--- config.mk ---
export PLATFORM = sky130hd
export DESIGN_NAME = mem_dump_unit
export DESIGN_NICKNAME = d
export VERILOG_FILES = /design/src/rtl/mem_dump_unit.sv
export SDC_FILE = /design/constraint.sdc
export NUM_CORES = 1
export LEC_CHECK = 0
export BUFFER_PORTS_ARGS = -buffer_cell sky130_fd_sc_hd__clkbuf_2
export CAP_MARGIN = 10
export CORE_MARGIN = 4
export CORE_UTILIZATION = 55
export CTS_BUF_LIST = sky130_fd_sc_hd__clkbuf_2 sky130_fd_sc_hd__clkbuf_4 sky130_fd_sc_hd__clkbuf_8
export DETAILED_ROUTE_END_ITERATION = 8
export HOLD_SLACK_MARGIN = 0.08
export PLACE_DENSITY = 0.82
export SYNTH_ARGS = -nofsm -noshare
export SYNTH_HDL_FRONTEND = slang
export SYNTH_SLANG_ARGS = --single-unit
--- constraint.sdc ---
create_clock -name CLK -period 5 [get_ports CLK]
set_input_delay 0.25 -clock CLK [delete_from_list [all_inputs] [get_ports CLK]]
set_output_delay 0.25 -clock CLK [all_outputs]
set_load 0.01 [all_outputs]
--- src/rtl/mem_dump_unit.sv ---
// mem_dump_unit: post-run memory readout stage.
// On a rising edge of the processor done flag it walks dump_len bytes of data
// memory starting at dump_base through a one-cycle-latency read port, streams
// each byte over a valid/ready interface and keeps a running 8-bit checksum.
//
// Ports:
//   CLK, RESET            clock (rising edge), asynchronous active-low reset
//   done_in               processor done flag; its rising edge starts a dump
//   dump_base, dump_len   window start and byte count, sampled at start
//   mem_addr, mem_rd_en   read port request (mem_addr follows cur_addr)
//   mem_rd_data           read data, valid the cycle after mem_rd_en
//   out_data, out_valid,
//   out_last, out_ready   byte stream, out_last tags the final byte
//   dump_done             high from dump completion until done_in falls
//   checksum              modulo-2^DATA_W sum of every byte sent
module mem_dump_unit #(
    parameter int unsigned ADDR_W = 8,
    parameter int unsigned DATA_W = 8,
    parameter int unsigned LEN_W  = 9
) (
    input  logic              CLK,
    input  logic              RESET,
    input  logic              done_in,
    input  logic [ADDR_W-1:0] dump_base,
    input  logic [LEN_W-1:0]  dump_len,
    output logic [ADDR_W-1:0] mem_addr,
    output logic              mem_rd_en,
    input  logic [DATA_W-1:0] mem_rd_data,
    output logic [DATA_W-1:0] out_data,
    output logic              out_valid,
    input  logic              out_ready,
    output logic              out_last,
    output logic              dump_done,
    output logic [DATA_W-1:0] checksum
);

    typedef enum logic [2:0] {
        S_IDLE   = 3'd0,
        S_ADDR   = 3'd1,
        S_CAPT   = 3'd2,
        S_SEND   = 3'd3,
        S_FINISH = 3'd4
    } state_e;

    state_e             state_q,     state_d;
    logic [ADDR_W-1:0]  cur_addr_q,  cur_addr_d;
    logic [LEN_W-1:0]   remaining_q, remaining_d;
    logic [DATA_W-1:0]  out_data_q,  out_data_d;
    logic [DATA_W-1:0]  checksum_q,  checksum_d;
    logic               rd_en_q,     rd_en_d;
    logic               valid_q,     valid_d;
    logic               last_q,      last_d;
    logic               done_out_q,  done_out_d;
    logic               done_q;
    logic               start;

    // Only a fresh rising edge of done_in starts a dump
    assign start = done_in && !done_q;

    // Next-state and registered-output values
    always_comb begin
        state_d     = state_q;
        cur_addr_d  = cur_addr_q;
        remaining_d = remaining_q;
        out_data_d  = out_data_q;
        checksum_d  = checksum_q;
        rd_en_d     = 1'b0;
        valid_d     = valid_q;
        last_d      = last_q;
        done_out_d  = done_out_q;

        unique case (state_q)
            S_IDLE: begin
                if (start) begin
                    cur_addr_d  = dump_base;
                    remaining_d = dump_len;
                    checksum_d  = '0;
                    if (dump_len == '0) begin
                        state_d    = S_FINISH;
                        done_out_d = 1'b1;
                    end else begin
                        // Strobe is registered, so raise it on entry to ADDR
                        state_d = S_ADDR;
                        rd_en_d = 1'b1;
                    end
                end
            end
            S_ADDR: begin
                state_d = S_CAPT;
            end
            S_CAPT: begin
                out_data_d  = mem_rd_data;
                valid_d     = 1'b1;
                last_d      = (remaining_q == LEN_W'(1));
                checksum_d  = checksum_q + mem_rd_data;
                cur_addr_d  = cur_addr_q + ADDR_W'(1);
                remaining_d = remaining_q - LEN_W'(1);
                state_d     = S_SEND;
            end
            S_SEND: begin
                if (out_ready) begin
                    valid_d = 1'b0;
                    last_d  = 1'b0;
                    if (remaining_q == '0) begin
                        state_d    = S_FINISH;
                        done_out_d = 1'b1;
                    end else begin
                        state_d = S_ADDR;
                        rd_en_d = 1'b1;
                    end
                end
            end
            S_FINISH: begin
                if (!done_in) begin
                    done_out_d = 1'b0;
                    state_d    = S_IDLE;
                end
            end
            default: begin
                state_d = S_IDLE;
            end
        endcase
    end

    // State and output registers
    always_ff @(posedge CLK or negedge RESET) begin
        if (!RESET) begin
            state_q     <= S_IDLE;
            cur_addr_q  <= '0;
            remaining_q <= '0;
            out_data_q  <= '0;
            checksum_q  <= '0;
            rd_en_q     <= 1'b0;
            valid_q     <= 1'b0;
            last_q      <= 1'b0;
            done_out_q  <= 1'b0;
            done_q      <= 1'b0;
        end else begin
            state_q     <= state_d;
            cur_addr_q  <= cur_addr_d;
            remaining_q <= remaining_d;
            out_data_q  <= out_data_d;
            checksum_q  <= checksum_d;
            rd_en_q     <= rd_en_d;
            valid_q     <= valid_d;
            last_q      <= last_d;
            done_out_q  <= done_out_d;
            done_q      <= done_in;
        end
    end

    assign mem_addr  = cur_addr_q;
    assign mem_rd_en = rd_en_q;
    assign out_data  = out_data_q;
    assign out_valid = valid_q;
    assign out_last  = last_q;
    assign dump_done = done_out_q;
    assign checksum  = checksum_q;

endmodule

==> impl_results.md, run 1 <==
- Postcts setup bufs: 0
- Gpl congestion: roughly 0.84
- Area added between synthesis and finish: 19.1%
- Critical path cell sequence: nor2_2 > nand3_1 > nand2_1 > o21ai_0 > a221o_1
- DP HPWL: 3.71 mm
- Sequential standard cell area: 1030 sq um
- Wire length per cell: roughly 15 um
- Internal: about 0.00096 W
- Num CTS Buffers: 5
- Critical path peak fanout: 24
- Hold Buf Count CTS: 0
- DIE AREA: between 5000 and 6000 sq um
- Pin count of the biggest net entering global routing: 42
- IO Pins: 57
- Routed Antenna Nets: 0
- Largest stage delay, worst path: 0.72 ns
- Seq/Total Area, Yosys: 0.462
- Post-Syn Area: 2220 sq um
- Rows: 22
- Most common flop cell mapped by yosys: dfrtp_1
- Comb pwr share: 0.454
- Vias per cell: 5.90
- Die height: 71.5 um
- Outcome: complete, no violations
- Core ar.: 3770 sq um
- Peak Freq: 395 MHz
- DR iter-0 viols: 197
- RSZ-0062 raised after global routing: false
- Final Hold Violating Endpoints: 0
- Psw: around 0.0007 W
- Fin crit share: 0.507
- CTS clk-pin slew, worst paths: 0.08 ns
- Slew Viols, Final: 0
- Cells after synthesis: about 250
- Ant. Diodes: 0
- Post-route DRC: 0
- Tmin final: approximately 2.5 ns
- Vias in the first global route: between 1,500 and 2,000
- Setup TNS: 0 ns
- Fin util: 0.701
- Die W: 71.5 um
- DRT Pass-1 Iters: 5
- Final setup violation count: 0
- Mean Syn Cell Area: 9.03 sq um
- Relative slew slack: 0.333
- Drt total wl: 5.19 mm
- Multi-input logic area: 1110 sq um
- # port buffers: 56
- Via count: just over 2,000
- Clock power share: 0.170
- Mapped Nets: 287
- WS Path Type: flop to flop
- Yosys warnings: 0
- Most frequent cells in the layout: 56 x clkbuf_2, 46 x nand2_1, 41 x dfrtp_1
- Netlist cell types: 46
- Crit path required time: 5.18 ns
- Commonest non-fill, non-tap cell in the layout: clkbuf_2
- Power per cell area: 627 nW/um^2
- Layout cells sized above 1: 0.236
- Total power: 0.00166 W
- Clock Latency Late Sink: 0.29 ns
- Post-synth ARST share: 1.00
- Slowest CP cell: nand3_1
- P_leak: 1.31 nW
- #FFs+latches synth: 41
- Total global-route track usage: 0.212
- Nets: 341
- # clock sinks: 41
- Reg power frac: 0.376
- Hold Crit Class: input port to async pin
- Data arrival, critical path: approximately 2.7 ns
- Initial core utilization: 0.589
- CTS tree: done
- Maximum buffer depth of the clock tree: 2
- Number of synthesized flops with an enable pin: 0
- H-Tree Depth: 2
- Finished Cell Area: 2650 sq um
- Crit end category: flop
- Largest vdd supply drop: approximately 0.00030 V
- Measured slew at the worst slew-check pin: 1.00 ns
- CP Launch Type: flop
- MaxCap Viol Count: 0
- Clock skew: 0.00981 ns
- First-pass GRT wire length: 8.63 mm
- Root buf cell: clkbuf_8
- Initial antenna violation count: 0
- Placed Instance Area: around 2500 sq um
- Fillers: 299
- Sw Share: 0.424
- Gr ovfl total: 0
- Post-CTS sizing: 0
==> logic make-up (layout without fill, tap and decap cells) <==
| group | Yosys count | count (layout) | share of synthesized area |
|---|---|---|---|
| AND/OR/NAND/NOR | 101 | 101 | 0.220 |
| flip-flops | 41 | 41 | 0.462 |
| buffers and inverters | 22 | 77 | 0.0383 |
| adder cells (fa/ha/maj) | 12 | 12 | 0.0710 |
| AO/OA/AOI/OAI | 66 | 66 | 0.193 |
| XOR/XNOR | 4 | 4 | 0.0158 |
==> worst max-delay path: cells and delay by family, from the launching register on <==
kind,cells,cell delay (ns)
AO/OA/AOI/OAI,2,0.48
flip-flops,1,0.47
AND/OR/NAND/NOR,3,1.48
==> metal layers <==
| layer | global-route usage | wire length, um |
|---|---|---|
| met3 | 0.0463 | 364 |
| met4 | 0.0898 | 70 |
| met5 | 0 | 0 |
| met2 | 0.345 | 2530 |
| met1 | 0.272 | 2230 |
==> flip-flops by register name, indices dropped and copies added (netlist names) <==
| register | flops |
|---|---|
| checksum | 8 |
| mem_rd_en | 1 |
| out_data | 8 |
| remaining_q | 9 |
| out_valid | 1 |
| out_last | 1 |
| state_q | 3 |
| mem_addr | 8 |
| done_q | 1 |
| dump_done | 1 |
==> metrics by stage <==
stage | cells | worst slack [ns] | hold WS [ns]
after floorplan | 246 | 3.03 | -0.0456
after global placement | 341 | 2.61 | 0.426
after detailed placement | 341 | 2.52 | 0.424
after CTS | 349 | 2.52 | 0.115
after global routing | 349 | 2.21 | 0.119
final | 349 | 2.47 | 0.110
==> synth_stat cells (3+ instances only) <==
master | n | share of area
a21oi_1 | 15 | 0.034
a221o_1 | 3 | 0.014
a31oi_1 | 3 | 0.0085
clkbuf_1 | 6 | 0.010
dfrtp_1 | 41 | 0.46
ha_1 | 11 | 0.062
inv_1 | 13 | 0.022
nand2_1 | 46 | 0.078
nand3_1 | 15 | 0.034
nor2_1 | 17 | 0.029
nor3_1 | 3 | 0.0068
nor4_1 | 4 | 0.011
o21ai_0 | 18 | 0.041
o22ai_1 | 5 | 0.014
o32ai_1 | 3 | 0.012
xor2_1 | 3 | 0.012
==> layout make-up <==
type | count | area share
clock buffers | 7 | 0.0341
clock inverters | 1 | 0.0114
repair buffers | 56 | 0.106
well taps | 48 | 0.0227
multi-input cells | 183 | 0.420
flip-flops and latches | 41 | 0.388
inverters | 13 | 0.0184
==> final timing paths <==
check                             from              to  slack [ns]  depth (start not counted)
max                         state_q[0]  remaining_q[4]        2.47                          5
min                              RESET       dump_done        0.11                          1
max reg2reg                 state_q[0]  remaining_q[4]        2.47                          5
min reg2reg                out_data[4]     out_data[4]        0.48                          2
max in group asynchronous        RESET     mem_addr[7]        4.26                          1
min in group CLK               done_in          done_q        0.12                          1
==> power groups by stage <==
stage               registers (W)  logic [W]  clock network, W
detailed placement       0.000626   0.000752                 0
global route             0.000645   0.000855          0.000298
finish                   0.000623   0.000753          0.000282
CTS                      0.000622   0.000759          0.000285
global placement         0.000619   0.000733                 0
floorplan                0.000647   0.000487                 0
Power figures use the tool's default switching activity.
==> inputs of run 2 (changes only) <==
--- a/config.mk
+++ b/config.mk
@@ -8,11 +8,11 @@
 export BUFFER_PORTS_ARGS = -buffer_cell sky130_fd_sc_hd__clkbuf_2
 export CAP_MARGIN = 10
 export CORE_MARGIN = 4
-export CORE_UTILIZATION = 55
+export CORE_UTILIZATION = 49
 export CTS_BUF_LIST = sky130_fd_sc_hd__clkbuf_2 sky130_fd_sc_hd__clkbuf_4 sky130_fd_sc_hd__clkbuf_8
 export DETAILED_ROUTE_END_ITERATION = 8
 export HOLD_SLACK_MARGIN = 0.08
-export PLACE_DENSITY = 0.82
+export PLACE_DENSITY = 0.78
 export SYNTH_ARGS = -nofsm -noshare
 export SYNTH_HDL_FRONTEND = slang
 export SYNTH_SLANG_ARGS = --single-unit
==> constraint.sdc (replaced) <==
create_clock -name CLK -period 2.31 [get_ports CLK]
set_input_delay 0.1155 -clock CLK [delete_from_list [all_inputs] [get_ports CLK]]
set_output_delay 0.1155 -clock CLK [all_outputs]
set_load 0.01 [all_outputs]
==> impl_results.md, run 2 (same netlist as run 1, synthesis figures left out) <==
- Sw Share: 0.427
- Layout cells sized above 1: 0.237
- Maximum buffer depth of the clock tree: 2
- Finished Cell Area: 2820 sq um
- Largest stage delay, worst path: roughly 0.54 ns
- Fin crit share: 0.920
- CP Launch Type: input port
- Core ar.: 4380 sq um
- Num CTS Buffers: 5
- CTS clk-pin slew, worst paths: 0.08 ns
- Rows: 24
- Gr ovfl total: 0
- Hold Startpoint: dump_base[6]
- Setup ws final: 0.184 ns
- Reg power frac: 0.381
- Comb pwr share: 0.482
- Clock power share: 0.137
- Slowest CP cell: dlygate4sd3_1
- Die height: between 70 and 80 um
- Via count: 2,089
- Max FFs per register: 9
- Area added between synthesis and finish: 26.8%
- Gpl congestion: 0.821
- IO Pins: 57
- CTS tree: done
- DP HPWL: 3.81 mm
- Final setup violation count: 0
- Psw: 0.00149 W
- Critical path cell sequence: dlygate4sd3_1 > clkbuf_2 > ha_1 > inv_1 > fa_1 > nor2b_1 > o21ai_1 > a21boi_1 > o21a_1 > or3_1 > a32o_1
- Hold Crit Class: input port to flop
- Internal: 0.00201 W
- Wire length per cell: 14.3 um
- Worst hold stages: 3
- First-pass GRT wire length: 9.23 mm
- CP top delay family: buffers and inverters
- WHS Endpoint: mem_addr[6]
- DIE AREA: between 5000 and 6000 sq um
- Crit path required time: around 2.5 ns
- Reg with most FFs: remaining_q
- Vias per cell: 5.60
- Pin count of the biggest net entering global routing: 42
- Root buf cell: clkbuf_8
- Clock Latency Late Sink: 0.29 ns
- Measured slew at the worst slew-check pin: 0.514 ns
- Total global-route track usage: 0.211
- # clock sinks: 41
- DR iter-0 viols: about 120
- Setup TNS: 0 ns
- Routed Antenna Nets: 0
- Fin util: 0.642
- RSZ-0062 raised after global routing: false
- Most frequent cells in the layout: 56 x clkbuf_2, 46 x nand2_1, 41 x dfrtp_1
- # port buffers: 56
- Outcome: complete, no violations
- CP Buf/Inv Count: 3
- FF-to-FF End: checksum[6]
- Final Hold Violating Endpoints: 0
- R2R setup slack: between 0.2 and 0.3 ns
- Power per cell area: 1240 nW/um^2
- R2r startpoint: checksum[0]
- Slew Viols, Final: 0
- Die W: 75.3 um
- Data arrival, critical path: 2.31 ns
- Clock skew: 0.00682 ns
- Crit end category: flop
- P_leak: ~1.4 nW
- Hold slack: 0.0907 ns
- Relative slew slack: 0.657
- DRT Pass-1 Iters: 4
- Initial antenna violation count: 0
- R2R cell count: 9
- Initial core utilization: 0.507
- Placed Instance Area: between 2000 and 3000 sq um
- H-Tree Depth: 2
- Post-route DRC: 0
- Peak Freq: 470 MHz
- Dpl ws: ~0.25 ns
- MaxCap Viol Count: 0
- Tmin final: 2.13 ns
- Critical path peak fanout: 2
- Nets: roughly 360
- Largest vdd supply drop: 0.000639 V
- WS Path Type: input port to flop
- Vias in the first global route: 2,111
- Ant. Diodes: 0
- Drt total wl: between 5 and 6 mm
- Commonest non-fill, non-tap cell in the layout: clkbuf_2
run 2: layout make-up:
cell class | instances | area [sq um]
tap | 52 | 65.1
inverter | 13 | 48.8
timing repair buffer | 77 | 475
sequential | 41 | 1030
fill | 390 | 1570
clock buffer | 7 | 90.1
multi-input combinational | 183 | 1110
run 2: what timing repair did:
| item | in CTS | in global routing |
|---|---|---|
| resized for setup | 0 | 1 |
| setup endpoints to repair | 0 | 1 |
| endpoints found under the hold margin | 55 | 0 |
| buffers inserted | 0 | 0 |
| hold buffers | 15 | 0 |
run 2: per-stage QoR:
stage,power [W],instances
finish,0.00350,373
global route,0.00385,373
CTS,0.00354,373
detailed placement,0.00302,351
global placement,0.00297,351
floorplan,0.00245,246
run 2: how the worst max path moves through the flow:
stage,slack (ns),from,end,cells after the start
4_1_cts,0.17,mem_rd_data[0],checksum[6],11
6_report,0.18,mem_rd_data[0],checksum[6],11
2_1_floorplan,0.34,checksum[0],checksum[6],9
3_5_place_dp,0.25,checksum[0],checksum[6],9
3_3_place_gp,0.33,checksum[0],checksum[6],9
5_1_grt,0.05,mem_rd_data[0],checksum[6],11
run 2: metal layers:
| metal | vias to the layer above | track usage | part of all wire |
|---|---|---|---|
| li1 | 1034 | - | - |
| met4 | 0 | 0.0718 | 0.011 |
| met2 | 60 | 0.352 | 0.50 |
| met5 | - | 0 | 0 |
| met3 | 5 | 0.0449 | 0.051 |
| met1 | 990 | 0.272 | 0.44 |
run 2: power groups by stage:
stage / Sequential [W] / Clock (W) / Combinational (W)
6_report: 0.00134 / 0.000479 / 0.00169
5_1_grt: 0.00138 / 0.000537 / 0.00194
4_1_cts: 0.00133 / 0.000499 / 0.00171
3_5_place_dp: 0.00134 / 0 / 0.00168
3_3_place_gp: 0.00132 / 0 / 0.00165
2_1_floorplan: 0.00140 / 0 / 0.00105
run 2: worst register-to-register path, delay by kind of cell (launching register included):
| family | cells | cell delay [ns] |
|---|---|---|
| buffers and inverters | 1 | 0.07 |
| adder cells (fa/ha/maj) | 2 | 0.41 |
| AND/OR/NAND/NOR | 2 | 0.36 |
| AO/OA/AOI/OAI | 4 | 0.69 |
| flip-flops | 1 | 0.40 |
==> inputs of run 3 (changes only) <==
--- a/config.mk
+++ b/config.mk
@@ -8,11 +8,11 @@
 export BUFFER_PORTS_ARGS = -buffer_cell sky130_fd_sc_hd__clkbuf_2
 export CAP_MARGIN = 10
 export CORE_MARGIN = 4
-export CORE_UTILIZATION = 49
+export CORE_UTILIZATION = 55
 export CTS_BUF_LIST = sky130_fd_sc_hd__clkbuf_2 sky130_fd_sc_hd__clkbuf_4 sky130_fd_sc_hd__clkbuf_8
 export DETAILED_ROUTE_END_ITERATION = 8
 export HOLD_SLACK_MARGIN = 0.08
-export PLACE_DENSITY = 0.78
+export PLACE_DENSITY_LB_ADDON = 0.1
 export SYNTH_ARGS = -nofsm -noshare
 export SYNTH_HDL_FRONTEND = slang
 export SYNTH_SLANG_ARGS = --single-unit
==> constraint.sdc (replaced) <==
create_clock -name CLK -period 2.2 [get_ports CLK]
set_input_delay 0.11 -clock CLK [delete_from_list [all_inputs] [get_ports CLK]]
set_output_delay 0.11 -clock CLK [all_outputs]
set_load 0.01 [all_outputs]
==> impl_results.md, run 3 (same netlist as run 1, synthesis figures left out) <==
- Reg power frac: 0.380
- CP Buf/Inv Count: 3
- Power per cell area: 1300 nW/um^2
- Largest stage delay, worst path: 0.53 ns
- Fin crit share: 0.944
- Tmin final: 2.08 ns
- CP top delay family: buffers and inverters
- Routed length on met1: between 2 and 2.5 mm
- DRT Pass-1 Iters: 4
- Fin util: 0.751
- Max layer used: met4
- Crit end category: flop
- Core ar.: 3770 sq um
- Num CTS Buffers: 5
- DR iter-0 viols: 188
- Via count: 2,089
- Critical path peak fanout: 2
- Largest vdd supply drop: approximately 0.00078 V
- IO Pins: 57
- Die height: 71.5 um
- WS Path Type: input port to flop
- Wire length per cell: 14.3 um
- Comb pwr share: 0.490
- Ant. Diodes: 0
- Data arrival, critical path: around 2.3 ns
- Peak Freq: 482 MHz
- Met2 routed wirelength: roughly 2.7 mm
- Rows: 22
- Drt total wl: 5.35 mm
- Layout cells sized above 1: 0.240
- Final setup violation count: 0
- First-pass GRT wire length: 9.28 mm
- CP Launch Type: input port
- H-Tree Depth: 2
- Relative slew slack: 0.726
- Die W: 71.5 um
- WL met3: roughly 320 um
- Nets: 365
- Post-route DRC: 0
- Initial core utilization: 0.589
- Clock Latency Late Sink: approximately 0.29 ns
- Area added between synthesis and finish: 27.6%
- Root buf cell: clkbuf_8
- Maximum buffer depth of the clock tree: 2
- Crit path required time: 2.38 ns
- Internal: approximately 0.0021 W
- Setup TNS: 0 ns
- Measured slew at the worst slew-check pin: 0.411 ns
- Max FFs per register: 9
- Clock skew: 0.00547 ns
- DP HPWL: 3.86 mm
- Psw: 0.00159 W
- Most frequent cells in the layout: 56 x clkbuf_2, 46 x nand2_1, 41 x dfrtp_1
- Slew Viols, Final: 0
- RSZ-0062 raised after global routing: false
- P_leak: 1.40 nW
- # port buffers: 56
- Pin count of the biggest net entering global routing: 30
- Slowest CP cell: dlygate4sd3_1
- Gr ovfl total: 0
- Hold Crit Class: input port to flop
- Reg with most FFs: remaining_q
- Vias in the first global route: 2,070
- Total global-route track usage: 0.226
- Vias per cell: 5.60
- Routed Antenna Nets: 0
- Critical path cell sequence: dlygate4sd3_1 > clkbuf_2 > ha_1 > inv_1 > fa_1 > nor2b_1 > o21ai_1 > a21boi_1 > o21a_1 > or3_1 > a32o_1
- DIE AREA: 5120 sq um
- Clock power share: 0.130
- MaxCap Viol Count: 0
- CTS tree: done
- Commonest non-fill, non-tap cell in the layout: clkbuf_2
- Outcome: complete, no violations
- Sw Share: 0.433
- Final Hold Violating Endpoints: 0
- # clock sinks: 41
- Initial antenna violation count: 0
- Gpl congestion: between 0.8 and 0.9
- CTS clk-pin slew, worst paths: about 0.070 ns
[run 3: metrics by stage]
stage                     worst slack [ns]  power, W  instance area (sq um)  hold slack, ns  instances
final                                0.124   0.00368                   2830          0.0886        373
after global routing               0.00982   0.00405                   2830           0.102        373
after CTS                           0.0960   0.00370                   2830          0.0862        373
after detailed placement             0.179   0.00318                   2580          0.0550        348
after global placement               0.216   0.00313                   2580          0.0583        348
after floorplan                      0.233   0.00258                   2220          -0.186        246
[run 3: path summary, 6_finish.rpt]
check / start / end / slack (ns) / cells past startpoint
min in group asynchronous: RESET / remaining_q[7] / 0.28 / 2
hold reg to reg: out_data[2] / out_data[2] / 0.48 / 2
setup / recovery: mem_rd_data[0] / checksum[6] / 0.12 / 11
hold / removal: dump_base[7] / mem_addr[7] / 0.09 / 3
max in group asynchronous: RESET / checksum[6] / 1.25 / 3
setup reg to reg: checksum[0] / checksum[6] / 0.20 / 9
[run 3: final cells by class]
class                           instances  area (sq um)
Fill cell                             303           937
Inverter                               13          48.8
Clock buffer                            6          76.3
Tap cell                               48          60.1
Sequential cell                        41          1030
Timing Repair Buffer                   80           503
Multi-Input combinational cell        183          1110
Clock inverter                          2          10.0
[run 3: power by group through the flow]
stage	logic, W	registers [W]	clock network (W)
4_1_cts	0.00181	0.00139	0.000496
3_3_place_gp	0.00174	0.00139	0
6_report	0.00180	0.00140	0.000480
3_5_place_dp	0.00178	0.00141	0
5_1_grt	0.00207	0.00146	0.000527
2_1_floorplan	0.00111	0.00147	0
[run 3: tightest hold or removal path, stage by stage]
cell	delay, ns
clkbuf_2	0.08
o32ai_1	0.05
nor2_1	0.10
[run 3: layer usage]
layer / vias up / track usage
met1: 970 / 0.299
met4: 0 / 0.0438
met5: - / 0
met3: 6 / 0.0491
met2: 66 / 0.386
li1: 1047 / -
[run 3: what timing repair did]
item                                    in CTS  in global routing
gates resized for setup                      0                  1
setup buffers                                0                  0
endpoints found under the setup margin       0                  1
hold endpoints to repair                    31                  0
hold buffers                                17                  0
